===== src/rtl/rock_pkg.sv =====
// Shared types and helpers for the DSP cry-volume transmit path.
// Used by dsp_volume_tx and vol_window_acc.
package rock_pkg;

  localparam int VOL_W = 8;

  typedef enum logic [1:0] {
    IDLE = 2'd0,
    SEND = 2'd1,
    GAP  = 2'd2
  } dsp_tx_state_t;

  function automatic logic [VOL_W-1:0] sat8(input logic [31:0] v);
    return (v > 32'd255) ? 8'hFF : v[VOL_W-1:0];
  endfunction

endpackage


===== src/rtl/vol_window_acc.sv =====
// Windowed |sample| reduction (mean, or peak when VOL_PEAK_EN is defined),
// emitting a one-cycle done flag with the scaled, saturated 8-bit volume.
module vol_window_acc
  import rock_pkg::*;
#(
  parameter int SAMPLE_W  = 12,
  parameter int WIN_LOG2  = 8,
  parameter int GAIN_LOG2 = 0
) (
  input  logic                       clk,
  input  logic                       reset,
  input  logic                       sample_valid,
  input  logic signed [SAMPLE_W-1:0] sample,
  output logic                       done,
  output logic [VOL_W-1:0]           vol
);

  logic [SAMPLE_W-1:0] mag_p0;
  logic [WIN_LOG2-1:0] cnt;
  logic                last_p0;
  logic [31:0]         scaled_p0;

  // Negating the most negative code yields the same bit pattern, read as 2**(SAMPLE_W-1).
  assign mag_p0  = sample[SAMPLE_W-1] ? $unsigned(-sample) : $unsigned(sample);
  assign last_p0 = sample_valid && (cnt == '1);

`ifdef VOL_PEAK_EN
  logic [SAMPLE_W-1:0] peak, peak_nxt;

  assign peak_nxt  = (mag_p0 > peak) ? mag_p0 : peak;
  assign scaled_p0 = (32'(peak_nxt) << GAIN_LOG2) >> (SAMPLE_W - 8);

  always_ff @(posedge clk or negedge reset) begin
    if (!reset) begin
      peak <= '0;
    end else if (sample_valid) begin
      peak <= last_p0 ? '0 : peak_nxt;
    end
  end
`else
  localparam int ACC_W = SAMPLE_W + WIN_LOG2;

  logic [ACC_W-1:0] sum, sum_nxt;

  assign sum_nxt   = sum + ACC_W'(mag_p0);
  assign scaled_p0 = (32'(sum_nxt >> WIN_LOG2) << GAIN_LOG2) >> (SAMPLE_W - 8);

  always_ff @(posedge clk or negedge reset) begin
    if (!reset) begin
      sum <= '0;
    end else if (sample_valid) begin
      sum <= last_p0 ? '0 : sum_nxt;
    end
  end
`endif

  // Count wraps to zero exactly at the window boundary.
  always_ff @(posedge clk or negedge reset) begin
    if (!reset) begin
      cnt <= '0;
    end else if (sample_valid) begin
      cnt <= cnt + 1'b1;
    end
  end

  assign done = last_p0;
  assign vol  = sat8(scaled_p0);

endmodule


===== src/rtl/dsp_volume_tx.sv =====
// DSP-side transmitter of the cry-volume link: window reduction, 1-deep pending
// register and the DSPready hold/gap strobe FSM. Optional build macro: VOL_PEAK_EN.
module dsp_volume_tx
  import rock_pkg::*;
#(
  parameter int SAMPLE_W  = 12,
  parameter int WIN_LOG2  = 8,
  parameter int GAIN_LOG2 = 0,
  parameter int HOLD_CYC  = 4,
  parameter int GAP_CYC   = 2
) (
  input  logic                       clk,
  input  logic                       reset,
  input  logic                       sample_valid,
  input  logic signed [SAMPLE_W-1:0] sample,
  output logic [7:0]                 DSPingang,
  output logic                       DSPready,
  output logic                       overrun,
  input  logic                       overrun_clr
);

  localparam int CNT_MAX = (HOLD_CYC > GAP_CYC) ? HOLD_CYC : GAP_CYC;
  localparam int CNT_W   = (CNT_MAX > 1) ? $clog2(CNT_MAX) : 1;

  logic               win_done_p0;
  logic [VOL_W-1:0]   win_vol_p0;
  logic [VOL_W-1:0]   pend_p1;
  logic               vld_p1;
  logic               take;
  dsp_tx_state_t      state;
  logic [CNT_W-1:0]   cnt;

  vol_window_acc #(
    .SAMPLE_W (SAMPLE_W),
    .WIN_LOG2 (WIN_LOG2),
    .GAIN_LOG2(GAIN_LOG2)
  ) u_acc (
    .clk         (clk),
    .reset       (reset),
    .sample_valid(sample_valid),
    .sample      (sample),
    .done        (win_done_p0),
    .vol         (win_vol_p0)
  );

  assign take = (state == IDLE) && vld_p1;

  // Stage p0 -> p1: pending register; a write that finds it full and not being taken drops a word.
  always_ff @(posedge clk or negedge reset) begin
    if (!reset) begin
      pend_p1 <= '0;
      vld_p1  <= 1'b0;
      overrun <= 1'b0;
    end else begin
      if (win_done_p0) begin
        pend_p1 <= win_vol_p0;
        vld_p1  <= 1'b1;
      end else if (take) begin
        vld_p1 <= 1'b0;
      end
      if (win_done_p0 && vld_p1 && !take) begin
        overrun <= 1'b1;
      end else if (overrun_clr) begin
        overrun <= 1'b0;
      end
    end
  end

  // Stage p1 -> link: strobe FSM, cnt counts remaining cycles of SEND or GAP.
  always_ff @(posedge clk or negedge reset) begin
    if (!reset) begin
      state     <= IDLE;
      cnt       <= '0;
      DSPingang <= '0;
      DSPready  <= 1'b0;
    end else begin
      case (state)
        IDLE: begin
          if (take) begin
            DSPingang <= pend_p1;
            DSPready  <= 1'b1;
            cnt       <= CNT_W'(HOLD_CYC - 1);
            state     <= SEND;
          end
        end
        SEND: begin
          if (cnt == '0) begin
            DSPready <= 1'b0;
            cnt      <= CNT_W'(GAP_CYC - 1);
            state    <= GAP;
          end else begin
            cnt <= cnt - 1'b1;
          end
        end
        GAP: begin
          if (cnt == '0) begin
            state <= IDLE;
          end else begin
            cnt <= cnt - 1'b1;
          end
        end
        default: begin
          state    <= IDLE;
          DSPready <= 1'b0;
        end
      endcase
    end
  end

endmodule


===== config.mk =====
export PLATFORM = sky130hd
export DESIGN_NAME = dsp_volume_tx
export DESIGN_NICKNAME = d
export VERILOG_FILES = /design/src/rtl/rock_pkg.sv /design/src/rtl/vol_window_acc.sv /design/src/rtl/dsp_volume_tx.sv
export SDC_FILE = /design/constraint.sdc
export NUM_CORES = 1
export LEC_CHECK = 0
export BUFFER_PORTS_ARGS = -buffer_cell sky130_fd_sc_hd__buf_2
export CELL_PAD_IN_SITES_DETAIL_PLACEMENT = 0
export CELL_PAD_IN_SITES_GLOBAL_PLACEMENT = 2
export CORE_MARGIN = 5
export CORE_UTILIZATION = 35
export CTS_CLUSTER_DIAMETER = 150
export CTS_CLUSTER_SIZE = 20
export DETAILED_ROUTE_END_ITERATION = 8
export HOLD_SLACK_MARGIN = 0.06
export PLACE_DENSITY_LB_ADDON = 0.25
export SETUP_SLACK_MARGIN = 0.02
export SLEW_MARGIN = 0
export SYNTH_ARGS = -nofsm -noshare
export SYNTH_HDL_FRONTEND = slang
export SYNTH_SLANG_ARGS = --single-unit

===== constraint.sdc =====
create_clock -name clk -period 2.12 [get_ports clk]
set_input_delay 0.424 -clock clk [delete_from_list [all_inputs] [get_ports clk]]
set_output_delay 0.424 -clock clk [all_outputs]
set_load 0.02 [all_outputs]

# After elaboration in Yosys (flattened, before gate mapping)
# Cells that the tools add are included.
# totals
output_inout_bits	10
input_bits	16
word_cells	54
ff_bits	51
# classes
bitwise	1
n_lt_le_gt_ge	1
n_reduce_logical	14
eq_ne	7
n_addsub	4
muxes	18
# op_table
operator	count
20-bit by 12-bit adder with 20-bit output	1
20-bit two-way mux	1
12-bit two-way mux	1
2-bit two-way mux	6
12-bit negator	1
2-bit case mux with 3 select lines	2
3-bit AND reduction	3
8-bit by 1-bit adder with 8-bit output, second input constant	1
8-bit == test, second input constant	1
8-bit > comparator, second input constant	1
8-bit two-way mux	1
2-bit != test, second input constant	4
1-bit two-way mux	6
1-bit logical AND	4
2-bit logical NOT	2
2-bit nonzero test	2
1-bit case mux with 3 select lines	1
3-bit nonzero test	1
2-bit by 1-bit == test with 1-bit output, second input constant	1
2-bit == test, second input constant	1
2-bit AND reduction	1
2-bit by 1-bit subtractor with 2-bit output, second input constant	1
1-bit logical NOT	1
1-bit inverter	1

# Depth between registers and ports, before layout
# depth
depth_word	5
depth_mapped	14
ltp_nobuf	13

# Cells and area by module
# Synthesis repeated with hierarchy kept, for this count alone.
# hier_totals
hier_cells	321
hier_area_um2	3194.3
# by_module_without_submodules
mod	area_each_um2	cells_per_inst	seq_area_each_um2	instances
vol_window_acc	2142.1	244	700.7	1
dsp_volume_tx	1052.3	77	575.6	1

# Worst setup path after synthesis
# Ideal clock, no wire load.
# synth_path
path_kind	input -> register
startpoint	input sample[4]
endpoint	register u_acc.sum[16]
arrival_ps	2909
setup_ps	80
n_path_buf	1
required_time_ps	2040
stages	13
setup_slack_ps	-869
cell_sequence	nor3_1 -> nand2_1 -> or3_1 -> o31ai_1 -> xnor2_1 -> ha_1 -> nand2_1 -> o211ai_1 -> a31oi_4 -> or2_0 -> clkbuf_2 -> or4_1 -> o211ai_2
# synth_between
elab_chain_len	4
# synth_lines
element	line_no	text
start, declared	dsp_volume_tx.sv:15	input logic signed [SAMPLE_W-1:0] sample,
12-bit negator	vol_window_acc.sv:24	assign mag_p0 = sample[SAMPLE_W-1] ? $unsigned(-sample) : $unsigned(sample);
12-bit two-way mux (*)	vol_window_acc.sv:24	
20-bit by 12-bit adder with 20-bit output (*)	vol_window_acc.sv:45	assign sum_nxt = sum + ACC_W'(mag_p0);
20-bit two-way mux (*)	vol_window_acc.sv:52	sum <= last_p0 ? '0 : sum_nxt;
end signal, assigned	vol_window_acc.sv:52	
end, declared	vol_window_acc.sv:43	logic [ACC_W-1:0] sum, sum_nxt;
# Mark *: on every way between the ends. The rest lies on a longest branch, timed or not.
# A chain may end at the register's enable or synchronous reset.

# Worst setup path in the final report
# Ends and elaborated chain as after synthesis.

==> results.md <==
* Die width at ~100 µm
* Fillers at roughly 810
* Critical path class: input pin to flop
* CP Launch Type: input pin
* WP data required at 2350 ps
* Final worst setup slack at -536 ps
* Nets at roughly 430
* GPL Wtd Cong at 0.793
* Top post-synthesis cells by area: dfrtp_1 (41%), ha_1 (9.3%), xnor2_1 (6.8%)
* Initial core utilization at 0.356
* Area of the mapped netlist at 3090 µm²
* DRC Markers at 0
* Synth warn at 0
* Clk_lat worst skew at 300 ps
* WL/cell at 13.7 µm
* Worst-Margin Slew at around 560 ps
* Antenna Nets Post-Route at 0
* DR WL met2 at roughly 3300 µm
* Area share of the largest cell type after synthesis at 0.413
* ANT cells at 0
* Die height at 104 µm
* Uppermost routed layer: met4
* Crit path capture type: flop
* Layout cells sized above 1 at 0.400
* Endpoints failing setup at 21
* Via Count at 2477
* Final Skew at 13.0 ps
* Synth Instances at 312
* I/O pin cnt at 26
* Sink Count at 51
* Initial antenna violation count at 0
* Synth Flop Type: dfrtp_1
* Failing checks: setup timing
* Final WL at about 7000 µm
* Total power at 4440 µW
* # rows at 34
* Final core occ at 0.495
* Via density at 4.97
* H-tree depth at 2
* CTS tree: done
* Routed length on met3 at 204 µm
* Fin. Hold Viols at 0
* Fin Setup TNS at -8000 ps
* Vias in the first global route at 2393
* Cell taking the most area after synthesis: dfrtp_1
* Clk Tree Root Cell: clkbuf_8
* Worst IR drop on VDD at around 400 µV
* LEAKAGE at 0.00200 µW
* Core area at 8680 µm²
* Share of the yosys chip area belonging to registers at 0.413
* Post-synth ARST share at 1.00
* Full die area at 10800 µm²
* Fin crit share at 1.25
* Yosys reg bits at 51
* Synthesis-to-layout area growth at 39.0%
* IO buf count at 25
* Number of synthesized flops with an enable pin at 0
* Minimum clock period at 2660 ps
* Hold Slack at 307 ps
* Yosys cell types at 50
* Fmax at 0.376 GHz
* First-pass iteration count of the detailed router at 4
* CP max FO at 4
* Total track usage at 0.127
* RSZ-0062 raised after global routing: yes
* Post-DP HPWL at 5030 µm
* Max_cap viols at 0
* 1st-iter DRT viols at 54
* CP arrival at 2890 ps
* Total CTS buffers at 5
* Metal1 wirelength at around 3200 µm
* Clock slew at reported path FFs at 100 ps
* CTS Buffer Depth at 2
* Syn_area_per_cell at 9.91 µm²
* Hold Crit Class: input pin to flop
* Final count of pins violating max slew at 0
* Gr ovfl total at 0
* Slew HR at 0.629
* First-pass GRT wire length at 11600 µm
* Pin count of the biggest net entering global routing at 25
* Outcome: finished with violations
* Post-Syn Nets at about 350
* Power per cell area at 1030 nW/µm²
cell families after synthesis:
logic type / after synthesis / synth area share
flip-flops: 51 / 0.413
XOR/XNOR: 34 / 0.0964
buffers and inverters: 25 / 0.0320
multiplexers: 9 / 0.0328
AO/OA/AOI/OAI: 84 / 0.194
adder cells (fa/ha/maj): 24 / 0.0996
AND/OR/NAND/NOR: 85 / 0.132
power breakdown:
| part | leakage (µW) | internal, µW | switching (µW) |
|---|---|---|---|
| logic | 0.00128 | 1350 | 1110 |
| clock network | 0.0000443 | 237 | 346 |
| registers | 0.000676 | 1180 | 216 |
cells in the final DEF (no fill, tap or decap), types with 3 or more instances in the layout:
cell type	netlist	final
ha_1	23	17
a21o_1	9	9
dfrtp_1	51	51
mux2_2	9	9
a21oi_2	1	4
xor2_1	10	9
o31ai_1	6	3
xnor2_1	24	17
xnor2_2	0	6
ha_4	0	5
clkbuf_8	0	5
nand4_1	3	3
inv_1	14	12
nor3_2	0	3
buf_2	3	22
o2bb2ai_1	9	9
nand3_1	6	5
nand2_1	39	34
buf_6	0	10
a21oi_1	17	13
nor3_1	7	3
o21ai_1	0	9
nand2_2	0	3
nor2_1	10	9
and3_1	4	4
buf_4	0	45
o21ai_0	19	8
cell type report:
cell class / count / area [µm²] / share of cell area
well taps: 108 / 135 / 0.0315
inverters: 14 / 77.6 / 0.0181
clock buffers: 5 / 68.8 / 0.0160
repair buffers: 81 / 626 / 0.146
multi-input cells: 236 / 2090 / 0.486
flip-flops and latches: 51 / 1280 / 0.297
clock inverters: 3 / 25.0 / 0.00582
what timing repair did:
item,CTS,global route
hold buffers,1,0
hold endpoints to repair,6,0
buffers inserted,4,7
pin swaps,24,26
gates cloned,0,0
gates resized for setup,42,27
endpoints found under the setup margin,21,22
registers in the layout, summed over array words and instances (netlist names):
signal     flops
u_acc.sum     20
DSPingang      8
pend_p1        8
u_acc.cnt      8
cnt            2
state          2
DSPready       1
overrun        1
vld_p1         1
worst paths after layout:
check                              from             to  slack (ps)  depth (start not counted)
max                           sample[4]  u_acc.sum[16]        -540                         13
min                         overrun_clr        overrun         310                          2
max reg2reg                u_acc.sum[1]  u_acc.sum[19]        -160                          7
min reg2reg                u_acc.cnt[4]   u_acc.cnt[4]         480                          1
max in group asynchronous         reset   DSPingang[6]        1000                          3
min in group asynchronous         reset  u_acc.sum[16]         590                          2
routing by layer:
layer / vias up / global-route usage
li1: 1260 / -
met3: 7 / 0.0192
met5: - / 0
met1: 1172 / 0.172
met2: 38 / 0.210
met4: 0 / 0.0361
cells in the mapped netlist, types with 4 or more instances:
cell type and count:
dfrtp_1 51, nand2_1 39, xnor2_1 24, ha_1 23
o21ai_0 19, a21oi_1 17, inv_1 14, nor2_1 10
xor2_1 10, a21o_1 9, mux2_2 9, o2bb2ai_1 9
nor3_1 7, clkbuf_1 6, nand3_1 6, o31ai_1 6
and3_1 4
critical path, cell delays in order:
cell      delay, ps
buf_6            90
nor3_2          150
nand2_1          90
or3_4           360
o31ai_4         220
xnor2_2         120
ha_4            310
nand2_2          60
o211ai_1        260
a31oi_4          50
or2_4           260
or4_4           420
o211ai_2         90
stage by stage:
step | cells | setup WS, ps | area (µm²)
final | 498 | -536 | 4300
after global routing | 498 | -654 | 4300
after floorplan | 312 | -783 | 3210
after CTS | 493 | -609 | 4110
after detailed placement | 481 | -1050 | 3790
after global placement | 481 | -984 | 3790
Power figures use the tool's default switching activity.
